===== config.mk =====
export PLATFORM = sky130hd
export DESIGN_NAME = fp_mul_pipe_flat
export DESIGN_NICKNAME = d
export VERILOG_FILES = /design/src/rtl/fp_pkg.sv /design/src/rtl/fp_mul_pipe_if.sv /design/src/rtl/fp_mul_round.sv /design/src/rtl/fp_mul_pipe.sv /design/src/flat_wrapper.sv
export SDC_FILE = /design/constraint.sdc
export NUM_CORES = 2
export LEC_CHECK = 0
export CORE_AREA = 4 4 241 243
export DETAILED_ROUTE_END_ITERATION = 8
export DIE_AREA = 0 0 245 247
export HOLD_SLACK_MARGIN = 0.03
export PLACE_DENSITY_LB_ADDON = 0.12
export SLEW_MARGIN = 40
export SYNTH_ARGS = -nofsm -noshare
export SYNTH_HDL_FRONTEND = slang
export SYNTH_HIERARCHICAL = 1
export SYNTH_SLANG_ARGS = --single-unit

===== constraint.sdc =====
create_clock -name clk -period 7.9 [get_ports clk]
set_input_delay 1.58 -clock clk [delete_from_list [all_inputs] [get_ports clk]]
set_output_delay 1.58 -clock clk [all_outputs]
set_load 0.02 [all_outputs]

===== src/rtl/fp_pkg.sv =====
// rtl/fp_pkg.sv - shared floating-point types, flag indices and canonical NaN helper
package fp_pkg;

   typedef enum logic [1:0] {
      FP_ZERO,
      FP_NORM,
      FP_INF,
      FP_NAN
   } fp_class_t;

   // bit positions inside the {NV, OF, UF, NX} flag nibble
   localparam int FLG_NV = 3;
   localparam int FLG_OF = 2;
   localparam int FLG_UF = 1;
   localparam int FLG_NX = 0;

   // widest word the NaN helper can build; callers slice the low bits they need
   localparam int QNAN_MAX_W = 128;

   // canonical quiet NaN: sign 0, exponent all ones, mantissa MSB only
   function automatic logic [QNAN_MAX_W-1:0] fp_qnan(input int exp_w, input int man_w);
      logic [QNAN_MAX_W-1:0] r;
      r = '0;
      for (int i = 0; i < exp_w; i++) begin
         r[man_w + i] = 1'b1;
      end
      r[man_w - 1] = 1'b1;
      return r;
   endfunction

endpackage


===== src/rtl/fp_mul_pipe_if.sv =====
// rtl/fp_mul_pipe_if.sv - operand/result handshake bundle (out_flags present with FP_MUL_FLAGS_EN)
interface fp_mul_pipe_if #(
   parameter int EXP_W = 8,
   parameter int MAN_W = 23,
   parameter int TAG_W = 4
);
   localparam int W = 1 + EXP_W + MAN_W;

   logic             in_valid;
   logic             in_ready;
   logic [W-1:0]     in_a;
   logic [W-1:0]     in_b;
   logic [TAG_W-1:0] in_tag;
   logic             out_valid;
   logic             out_ready;
   logic [W-1:0]     out_p;
   logic [TAG_W-1:0] out_tag;
`ifdef FP_MUL_FLAGS_EN
   logic [3:0]       out_flags;

   modport master (
      output in_valid, in_a, in_b, in_tag, out_ready,
      input  in_ready, out_valid, out_p, out_tag, out_flags
   );
   modport slave (
      input  in_valid, in_a, in_b, in_tag, out_ready,
      output in_ready, out_valid, out_p, out_tag, out_flags
   );
`else
   modport master (
      output in_valid, in_a, in_b, in_tag, out_ready,
      input  in_ready, out_valid, out_p, out_tag
   );
   modport slave (
      input  in_valid, in_a, in_b, in_tag, out_ready,
      output in_ready, out_valid, out_p, out_tag
   );
`endif

endinterface


===== src/rtl/fp_mul_round.sv =====
// rtl/fp_mul_round.sv - normalise, round-to-nearest-even, range check and pack (flags with FP_MUL_FLAGS_EN)
module fp_mul_round
   import fp_pkg::*;
#(
   parameter int EXP_W = 8,
   parameter int MAN_W = 23
)(
   input  logic                      sign,
   input  fp_class_t                 cls_a,
   input  fp_class_t                 cls_b,
   input  logic signed [EXP_W+1:0]   exp_in,
   input  logic [2*MAN_W+1:0]        prod,
`ifdef FP_MUL_FLAGS_EN
   output logic [3:0]                flags,
`endif
   output logic [EXP_W+MAN_W:0]      p
);
   localparam int PW = 2 * MAN_W + 2;
   localparam int EW = EXP_W + 2;
   localparam logic signed [EW-1:0] EXP_ONES = {2'b00, {EXP_W{1'b1}}};
   localparam logic [QNAN_MAX_W-1:0] QNAN_FULL = fp_qnan(EXP_W, MAN_W);

   logic                 hi;
   logic [MAN_W-1:0]     man;
   logic                 guard;
   logic                 sticky;
   logic                 inc;
   logic [MAN_W:0]       man_r;
   logic signed [EW-1:0] exp_n;
   logic signed [EW-1:0] exp_f;
   logic                 ovf;
   logic                 unf;
   logic                 is_nan;
   logic                 is_inf;
   logic                 is_zero;

   // normalise on the product MSB, round to nearest even, then resolve specials by priority
   always_comb begin
      hi     = prod[PW-1];
      man    = hi ? prod[PW-2 -: MAN_W] : prod[PW-3 -: MAN_W];
      guard  = hi ? prod[MAN_W] : prod[MAN_W-1];
      sticky = hi ? |prod[MAN_W-1:0] : |prod[MAN_W-2:0];
      inc    = guard & (sticky | man[0]);
      man_r  = {1'b0, man} + {{MAN_W{1'b0}}, inc};
      exp_n  = exp_in + $signed({{(EW-1){1'b0}}, hi});
      exp_f  = exp_n + $signed({{(EW-1){1'b0}}, man_r[MAN_W]});
      ovf    = exp_f >= EXP_ONES;
      unf    = exp_f[EW-1] || (exp_f == '0);

      is_nan  = (cls_a == FP_NAN) || (cls_b == FP_NAN) ||
                (cls_a == FP_INF && cls_b == FP_ZERO) ||
                (cls_a == FP_ZERO && cls_b == FP_INF);
      is_inf  = (cls_a == FP_INF) || (cls_b == FP_INF);
      is_zero = (cls_a == FP_ZERO) || (cls_b == FP_ZERO);

      p = {sign, exp_f[EXP_W-1:0], man_r[MAN_W-1:0]};
`ifdef FP_MUL_FLAGS_EN
      flags = 4'b0000;
`endif
      if (is_nan) begin
         p = QNAN_FULL[EXP_W+MAN_W:0];
`ifdef FP_MUL_FLAGS_EN
         flags[FLG_NV] = 1'b1;
`endif
      end else if (is_inf) begin
         p = {sign, {EXP_W{1'b1}}, {MAN_W{1'b0}}};
      end else if (is_zero) begin
         p = {sign, {(EXP_W+MAN_W){1'b0}}};
      end else if (ovf) begin
         p = {sign, {EXP_W{1'b1}}, {MAN_W{1'b0}}};
`ifdef FP_MUL_FLAGS_EN
         flags[FLG_OF] = 1'b1;
         flags[FLG_NX] = 1'b1;
`endif
      end else if (unf) begin
         p = {sign, {(EXP_W+MAN_W){1'b0}}};
`ifdef FP_MUL_FLAGS_EN
         flags[FLG_UF] = 1'b1;
         flags[FLG_NX] = 1'b1;
`endif
      end else begin
`ifdef FP_MUL_FLAGS_EN
         flags[FLG_NX] = guard | sticky;
`endif
      end
   end

endmodule


===== src/rtl/fp_mul_pipe.sv =====
// rtl/fp_mul_pipe.sv - three-stage pipelined FP multiplier with valid/ready (flags with FP_MUL_FLAGS_EN)
module fp_mul_pipe
   import fp_pkg::*;
#(
   parameter int EXP_W = 8,
   parameter int MAN_W = 23,
   parameter int TAG_W = 4
)(
   input  logic         clk,
   input  logic         rst,
   fp_mul_pipe_if.slave bus
);
   localparam int W  = 1 + EXP_W + MAN_W;
   localparam int SW = MAN_W + 1;
   localparam int EW = EXP_W + 2;
   localparam logic [EW-1:0] BIAS = EW'((1 << (EXP_W - 1)) - 1);

   function automatic fp_class_t classify(input logic [EXP_W-1:0] e, input logic [MAN_W-1:0] m);
      if (e == '0) return FP_ZERO;
      if (&e) return (m == '0) ? FP_INF : FP_NAN;
      return FP_NORM;
   endfunction

   logic                 en;
   logic [EXP_W-1:0]     exp_a, exp_b;
   logic [MAN_W-1:0]     man_a, man_b;

   logic                 s1_valid, s1_sign;
   fp_class_t            s1_cls_a, s1_cls_b;
   logic [SW-1:0]        s1_sig_a, s1_sig_b;
   logic signed [EW-1:0] s1_exp;
   logic [TAG_W-1:0]     s1_tag;

   logic                 s2_valid, s2_sign;
   fp_class_t            s2_cls_a, s2_cls_b;
   logic [2*SW-1:0]      s2_prod;
   logic signed [EW-1:0] s2_exp;
   logic [TAG_W-1:0]     s2_tag;

   logic                 out_valid_q;
   logic [W-1:0]         out_p_q, round_p;
   logic [TAG_W-1:0]     out_tag_q;
`ifdef FP_MUL_FLAGS_EN
   logic [3:0]           out_flags_q, round_flags;
`endif

   assign exp_a = bus.in_a[W-2:MAN_W];
   assign exp_b = bus.in_b[W-2:MAN_W];
   assign man_a = bus.in_a[MAN_W-1:0];
   assign man_b = bus.in_b[MAN_W-1:0];

   // one global advance: the whole pipe moves unless a result is stuck at the output
   assign en           = !out_valid_q || bus.out_ready;
   assign bus.in_ready = en;

   // stage 1: classify operands, build significands, add biased exponents
   always_ff @(posedge clk or posedge rst) begin
      if (rst) begin
         s1_valid <= 1'b0;
         s1_sign  <= 1'b0;
         s1_cls_a <= FP_ZERO;
         s1_cls_b <= FP_ZERO;
         s1_sig_a <= '0;
         s1_sig_b <= '0;
         s1_exp   <= '0;
         s1_tag   <= '0;
      end else if (en) begin
         s1_valid <= bus.in_valid;
         s1_sign  <= bus.in_a[W-1] ^ bus.in_b[W-1];
         s1_cls_a <= classify(exp_a, man_a);
         s1_cls_b <= classify(exp_b, man_b);
         s1_sig_a <= {1'b1, man_a};
         s1_sig_b <= {1'b1, man_b};
         s1_exp   <= $signed({2'b00, exp_a} + {2'b00, exp_b} - BIAS);
         s1_tag   <= bus.in_tag;
      end
   end

   // stage 2: full-width significand product
   always_ff @(posedge clk or posedge rst) begin
      if (rst) begin
         s2_valid <= 1'b0;
         s2_sign  <= 1'b0;
         s2_cls_a <= FP_ZERO;
         s2_cls_b <= FP_ZERO;
         s2_prod  <= '0;
         s2_exp   <= '0;
         s2_tag   <= '0;
      end else if (en) begin
         s2_valid <= s1_valid;
         s2_sign  <= s1_sign;
         s2_cls_a <= s1_cls_a;
         s2_cls_b <= s1_cls_b;
         s2_prod  <= {{SW{1'b0}}, s1_sig_a} * {{SW{1'b0}}, s1_sig_b};
         s2_exp   <= s1_exp;
         s2_tag   <= s1_tag;
      end
   end

   fp_mul_round #(
      .EXP_W (EXP_W),
      .MAN_W (MAN_W)
   ) u_round (
      .sign   (s2_sign),
      .cls_a  (s2_cls_a),
      .cls_b  (s2_cls_b),
      .exp_in (s2_exp),
      .prod   (s2_prod),
`ifdef FP_MUL_FLAGS_EN
      .flags  (round_flags),
`endif
      .p      (round_p)
   );

   // stage 3: register the packed result; held while the consumer stalls
   always_ff @(posedge clk or posedge rst) begin
      if (rst) begin
         out_valid_q <= 1'b0;
         out_p_q     <= '0;
         out_tag_q   <= '0;
`ifdef FP_MUL_FLAGS_EN
         out_flags_q <= '0;
`endif
      end else if (en) begin
         out_valid_q <= s2_valid;
         out_p_q     <= round_p;
         out_tag_q   <= s2_tag;
`ifdef FP_MUL_FLAGS_EN
         out_flags_q <= round_flags;
`endif
      end
   end

   assign bus.out_valid = out_valid_q;
   assign bus.out_p     = out_p_q;
   assign bus.out_tag   = out_tag_q;
`ifdef FP_MUL_FLAGS_EN
   assign bus.out_flags = out_flags_q;
`endif

endmodule

===== src/flat_wrapper.sv =====
// flat-port wrapper written by rule: the top's interface ports become plain ports
module fp_mul_pipe_flat import fp_pkg::*;
#(
   parameter int EXP_W = 8,
   parameter int MAN_W = 23,
   parameter int TAG_W = 4
)
  (clk, rst, bus_in_valid, bus_in_a, bus_in_b, bus_in_tag, bus_out_ready, bus_in_ready, bus_out_valid, bus_out_p, bus_out_tag);
  fp_mul_pipe_if #(.EXP_W(EXP_W), .MAN_W(MAN_W), .TAG_W(TAG_W)) bus_i ();
  input  logic clk;
  input  logic rst;
  input wire logic [$bits(bus_i.in_valid)-1:0] bus_in_valid;
  input wire logic [$bits(bus_i.in_a)-1:0] bus_in_a;
  input wire logic [$bits(bus_i.in_b)-1:0] bus_in_b;
  input wire logic [$bits(bus_i.in_tag)-1:0] bus_in_tag;
  input wire logic [$bits(bus_i.out_ready)-1:0] bus_out_ready;
  output wire logic [$bits(bus_i.in_ready)-1:0] bus_in_ready;
  output wire logic [$bits(bus_i.out_valid)-1:0] bus_out_valid;
  output wire logic [$bits(bus_i.out_p)-1:0] bus_out_p;
  output wire logic [$bits(bus_i.out_tag)-1:0] bus_out_tag;
  assign bus_i.in_valid = bus_in_valid;
  assign bus_i.in_a = bus_in_a;
  assign bus_i.in_b = bus_in_b;
  assign bus_i.in_tag = bus_in_tag;
  assign bus_i.out_ready = bus_out_ready;
  assign bus_in_ready = bus_i.in_ready;
  assign bus_out_valid = bus_i.out_valid;
  assign bus_out_p = bus_i.out_p;
  assign bus_out_tag = bus_i.out_tag;
  fp_mul_pipe #(.EXP_W(EXP_W), .MAN_W(MAN_W), .TAG_W(TAG_W)) u_core (.clk(clk), .rst(rst), .bus(bus_i));
endmodule

After elaboration in Yosys (flattened, before gate mapping)

Index checks and enable logic that the tools add are counted.

Bitwise logic cells: 3
Reductions and logical operators: 21
Muxes and demuxes: 28
Shift-type cells: 0
Multipliers: 1
Order comparisons: 1
Equal/unequal tests: 4
Divide/modulo/power cells: 0
Add/sub/neg operators: 5

Operators by type and width:

| operator                                                            | number |
|---|---|
| 2-to-1 mux 31 bit                                                   | 4 |
| multiplier 24 x 24 -> 48 bit                                        | 1 |
| zero test 23 bit                                                    | 2 |
| 2-to-1 mux 32 bit                                                   | 1 |
| adder 23 x 1 -> 24 bit                                              | 1 |
| 2-to-1 mux 23 bit                                                   | 1 |
| OR reduction 23 bit                                                 | 1 |
| OR reduction 22 bit                                                 | 1 |
| adder 10 x 2 -> 10 bit                                              | 2 |
| zero test 8 bit                                                     | 2 |
| 2-to-1 mux 2 bit                                                    | 8 |
| AND reduction 8 bit                                                 | 2 |
| 2-to-1 mux 1 bit                                                    | 14 |
| greater-or-equal comparator 10 x 9 -> 1 bit (second input constant) | 1 |
| zero test 10 bit                                                    | 1 |
| subtractor 10 x 7 -> 10 bit (second input constant)                 | 1 |
| adder 8 x 8 -> 9 bit                                                | 1 |
| == test 2 bit (second input constant)                               | 4 |
| logical OR 1 bit                                                    | 7 |
| zero test 2 bit                                                     | 2 |
| logical AND 1 bit                                                   | 2 |
| AND 1 bit                                                           | 1 |
| zero test 1 bit                                                     | 1 |
| OR 1 bit                                                            | 1 |
| bitwise XOR 1 bit                                                   | 1 |

Memories kept: 0
Bits in read-only memories: 0
Flip-flop bits (word level): 173
Memory bits (writable): 0
Latch bits: 0
Input port bits: 72
Logic and storage cells: 81
Output and inout port bits: 38

Depth between registers and ports, before layout

Depth after elaboration: 13
Depth in mapped cells: 26
Depth with buffers taken out: 24

By module

Netlist, hierarchy kept.

Modules (own cells, without submodules):

| module       | area an instance (sq um) | seq. area each (sq um) | times used | cells an instance |
|---|---|---|---|---|
| fp_mul_pipe  | 25,874.8                 | 4,304.1                | 1          | 2,926 |
| fp_mul_round | 1,761.7                  | 0.0                    | 1          | 268 |

Worst setup path after synthesis

OpenSTA, ideal clock, no wires.

Kind: reg2reg
Start point: register u_core.s1_sig_b[3]
End point: register u_core.s2_prod[45]
Cell stages (with the launch flop): 26
Data required time: 7.778 ns
Setup time: 0.122 ns
Arrival time: 6.429 ns
Setup slack: 1.349 ns
Path buffers: 1
Clock period less this slack: 6.551 ns
Cells stage by stage: dfrtp_1 clkbuf_1 nand2_1 fa_1 inv_1 fa_1 inv_1 fa_1 inv_1 fa_1 inv_1 fa_1 inv_1 fa_1 inv_1 fa_1 inv_1 ha_1 a21oi_1 o21ai_0 nor3_1 a21oi_1 o21ai_1 nor2_1 or3_1 a32o_1

Longest elaborated chain between the ends: 1

Ends and longest elaborated chain:

| what                         | RTL line          | text |
|---|---|---|
| start: declaration           | fp_mul_pipe.sv:30 | `logic [SW-1:0] s1_sig_a, s1_sig_b;` |
| start signal: assignment     | fp_mul_pipe.sv:73 | `s1_sig_b <= {1'b1, man_b};` |
| multiplier 24 x 24 -> 48 bit | fp_mul_pipe.sv:94 | `s2_prod <= {{SW{1'b0}}, s1_sig_a} * {{SW{1'b0}}, s1_sig_b};` |
| end signal: assignment       | fp_mul_pipe.sv:94 |  |
| end: declaration             | fp_mul_pipe.sv:36 | `logic [2*SW-1:0] s2_prod;` |

Every way passes these cells.
A chain may end at the register's enable or synchronous reset.

Worst setup path in the final report

Start point: register u_core.s1_sig_b[5]
End point: register u_core.s2_prod[47]

The elaborated chain is that of the path after synthesis.

==> impl_metrics.toml <==
[yosys]
synth-seq-cells = 172
synth.net_count = 3941
netlist.area_leader.share_pct = 35.1
avgSynthCellArea_sq_um = 8.65
yosysSeqAreaShare_pct = 15.6
synth-edff-count = 0
syn_inst = 3194
yosysMostFrequentCell = "nand2_1"
syn_area_sq_um = 27600
synthFlopType = "dfrtp_1"
yosysTopAreaCell = "fa_1"
ys_types = 83
ys_top_cells_by_area = "fa_1 35%, dfrtp_1 16%, nand2_1 9.5%"
async_flop_share_pct = 100
ys_warn_count = 6
synthTopCellsByCount = "702 x nand2_1, 580 x inv_1, 484 x fa_1"

[layout]
syn2layout_area_growth_pct = 8.66
fin_nets = 3946
fillers = 5310
postLayoutCellArea_sq_um = 30000
multiInputGateArea_sq_um = 20500
seq_area_sq_um = 4320
antenna_cells = 0
drive_above_1_share_pct = 3.89

[worst_setup_path]
end_kind = "flop"
arrival_ns = 7.76
r2r-start = "u_core/s1_sig_b[5]"
critPathKind = "reg2reg"
r2r_end = "u_core/s2_prod[47]"
worst-path-max-fanout = 14
critPathRequiredTime_ns = 8.23
regToRegSetupSlack_ns = 0.48
crit_path_start_kind = "flop"
rr_worst_depth = 23

[placement]
place_congestion = 0.883
portBuffers = 109
pre_cts_ws_ns = 0.518
post_dp_cell_area_sq_um = 29400
dp_hpwl_microns = 57300

[floorplan]
dieArea_sq_um = 60500
io_pins = 110
die_w_microns = 245
start_util_pct = 49.4
die_h_microns = 247
num_rows = 87
core_area_sq_um = 56000

[timing]
rsz0062_at_grt = "false"
fmax_ghz = 0.135
layout_min_cycle_time_ns = 7.42
slew_violations = 0
worst_slack_ns = 0.476
finalSetupViolCount = 0
finClkSkew_ns = 0.0152
fin_setup_tns_ns = 0
worst_pin_slew_ns = 0.876
hold_violations = 0
finalCritPeriodShare_pct = 94.0
relSlewSlack_pct = 41.6

[detailed_routing]
ant_nets = 0
dr.max_layer_used = "met4"
drc = 0
drt-met1-wl_microns = 29600
dr_total_vias = 21113
drt-total-wl_microns = 71800
via_per_inst = 5.32
dr.pass1.iters = 5
drtIter0Drc = 1168
route.met3.wl_microns = 3150
wl_per_cell_microns = 18.1
dr_wl_met2_microns = 37700

[clock_network]
clock_latency_ns = 0.49
cts.clk_slew.worst_paths_ns = 0.08
htreeDepth = 4
clock-sinks = 172
numCtsBuffers = 17
cts_tree = "yes"
clk_path_buf_depth = 2
hold_buffers = 0
cts_setup_buffers = 0
cts.repair.resized = 0
cts_root_buf = "clkbuf_16"

[global_route]
grt_pass1_vias = 22866
grt_overflow = 0
grt_pass1_wl_microns = 120000
antenna_found_initial = 1
grt_max_degree = 157
grt_use_total_pct = 25.0

[job]
cap_viol_max_count = 0

[outcome]
status = "complete, no violations"

[worst_hold_path]
holdCritStartpoint = "u_core/s2_valid"
min_path_cells = 1
hold_end = "u_core/bus.out_valid"
hold_path.class = "reg2reg"
cell families after synthesis:
family / synth area share [%]
AO/OA/AOI/OAI: 5.92
XOR/XNOR: 2.63
adder cells (fa/ha/maj): 43.7
buffers and inverters: 10.4
flip-flops: 15.6
multiplexers: 0.489
AND/OR/NAND/NOR: 21.3
metrics by stage:
stage	std cells	utilization (%)	hold WS, ns
2_1_floorplan	3194	-	0.430
6_report	3968	53.7	0.466
3_3_place_gp	3936	52.4	0.449
4_1_cts	3968	53.7	0.468
3_5_place_dp	3936	52.5	0.448
5_1_grt	3968	53.7	0.480
cell type report:
class	instances	area share (%)
clock buffer	17	1.42
clock inverter	15	0.742
inverter	582	7.31
multi-input combinational	2275	68.2
sequential	172	14.4
tap	756	3.15
timing repair buffer	151	4.79
placed cells by master (no fill, tap or decap), types with 9 or more instances in the layout:
cell type,n
o21ai_1,11
nor2b_1,13
buf_4,38
a21oi_1,94
dfrtp_1,156
and2_1,298
dfrtp_2,16
nand4_1,34
xnor2_1,56
nor2_1,88
xor2_1,27
fa_1,484
nand3_1,25
nor4_1,21
clkdlybuf4s50_1,109
a21o_1,21
ha_1,191
o21ai_0,36
inv_1,579
a211oi_1,16
mux2i_1,9
nand2_1,702
nor3_1,21
clkbuf_16,17
routing by layer:
metal / up-vias / track usage, %
met5: - / 0
met4: 0 / 5.84
met3: 93 / 3.05
met2: 502 / 45.3
met1: 10841 / 32.1
li1: 9677 / -
critical path, stage by stage (launching register included):
cell       delay [ns]
dfrtp_1          0.68
buf_4            0.30
nand2_1          0.09
fa_1             0.49
inv_1            0.05
fa_1             0.47
inv_1            0.05
fa_1             0.51
fa_1             0.54
inv_1            0.07
fa_1             0.52
fa_1             0.51
inv_1            0.06
fa_1             0.49
inv_1            0.05
ha_1             0.47
nand4_1          0.17
a2111oi_0        0.32
a2bb2oi_1        0.22
a211oi_1         0.48
nor3_1           0.19
o31ai_1          0.32
xnor2_1          0.16
o21ai_1          0.08
state kept, by name, summed over array words and instances (netlist names), 10 cells and up:
name and count:
u_core/bus.out_p 32, u_core/s1_sig_a 24, u_core/s1_sig_b 23, u_core/s2_prod 48
u_core/s2_exp 10, u_core/s1_exp 10
how the worst max path moves through the flow:
stage / to / slack, ns / cells past startpoint / start
floorplan: u_core/s2_prod[45] / 1.35 / 25 / u_core/s1_sig_b[3]
global placement: u_core/s2_prod[34] / 0.31 / 22 / u_core/s1_sig_b[9]
detailed placement: u_core/s2_prod[45] / 0.52 / 22 / u_core/s1_sig_b[7]
CTS: u_core/s2_prod[45] / 0.49 / 22 / u_core/s1_sig_b[7]
global route: u_core/s2_prod[45] / 0.02 / 23 / u_core/s1_sig_a[9]
finish: u_core/s2_prod[47] / 0.48 / 23 / u_core/s1_sig_b[5]
Power is not shown: default switching activity piles up to over one toggle a cycle in this logic, so the estimate is an artifact.
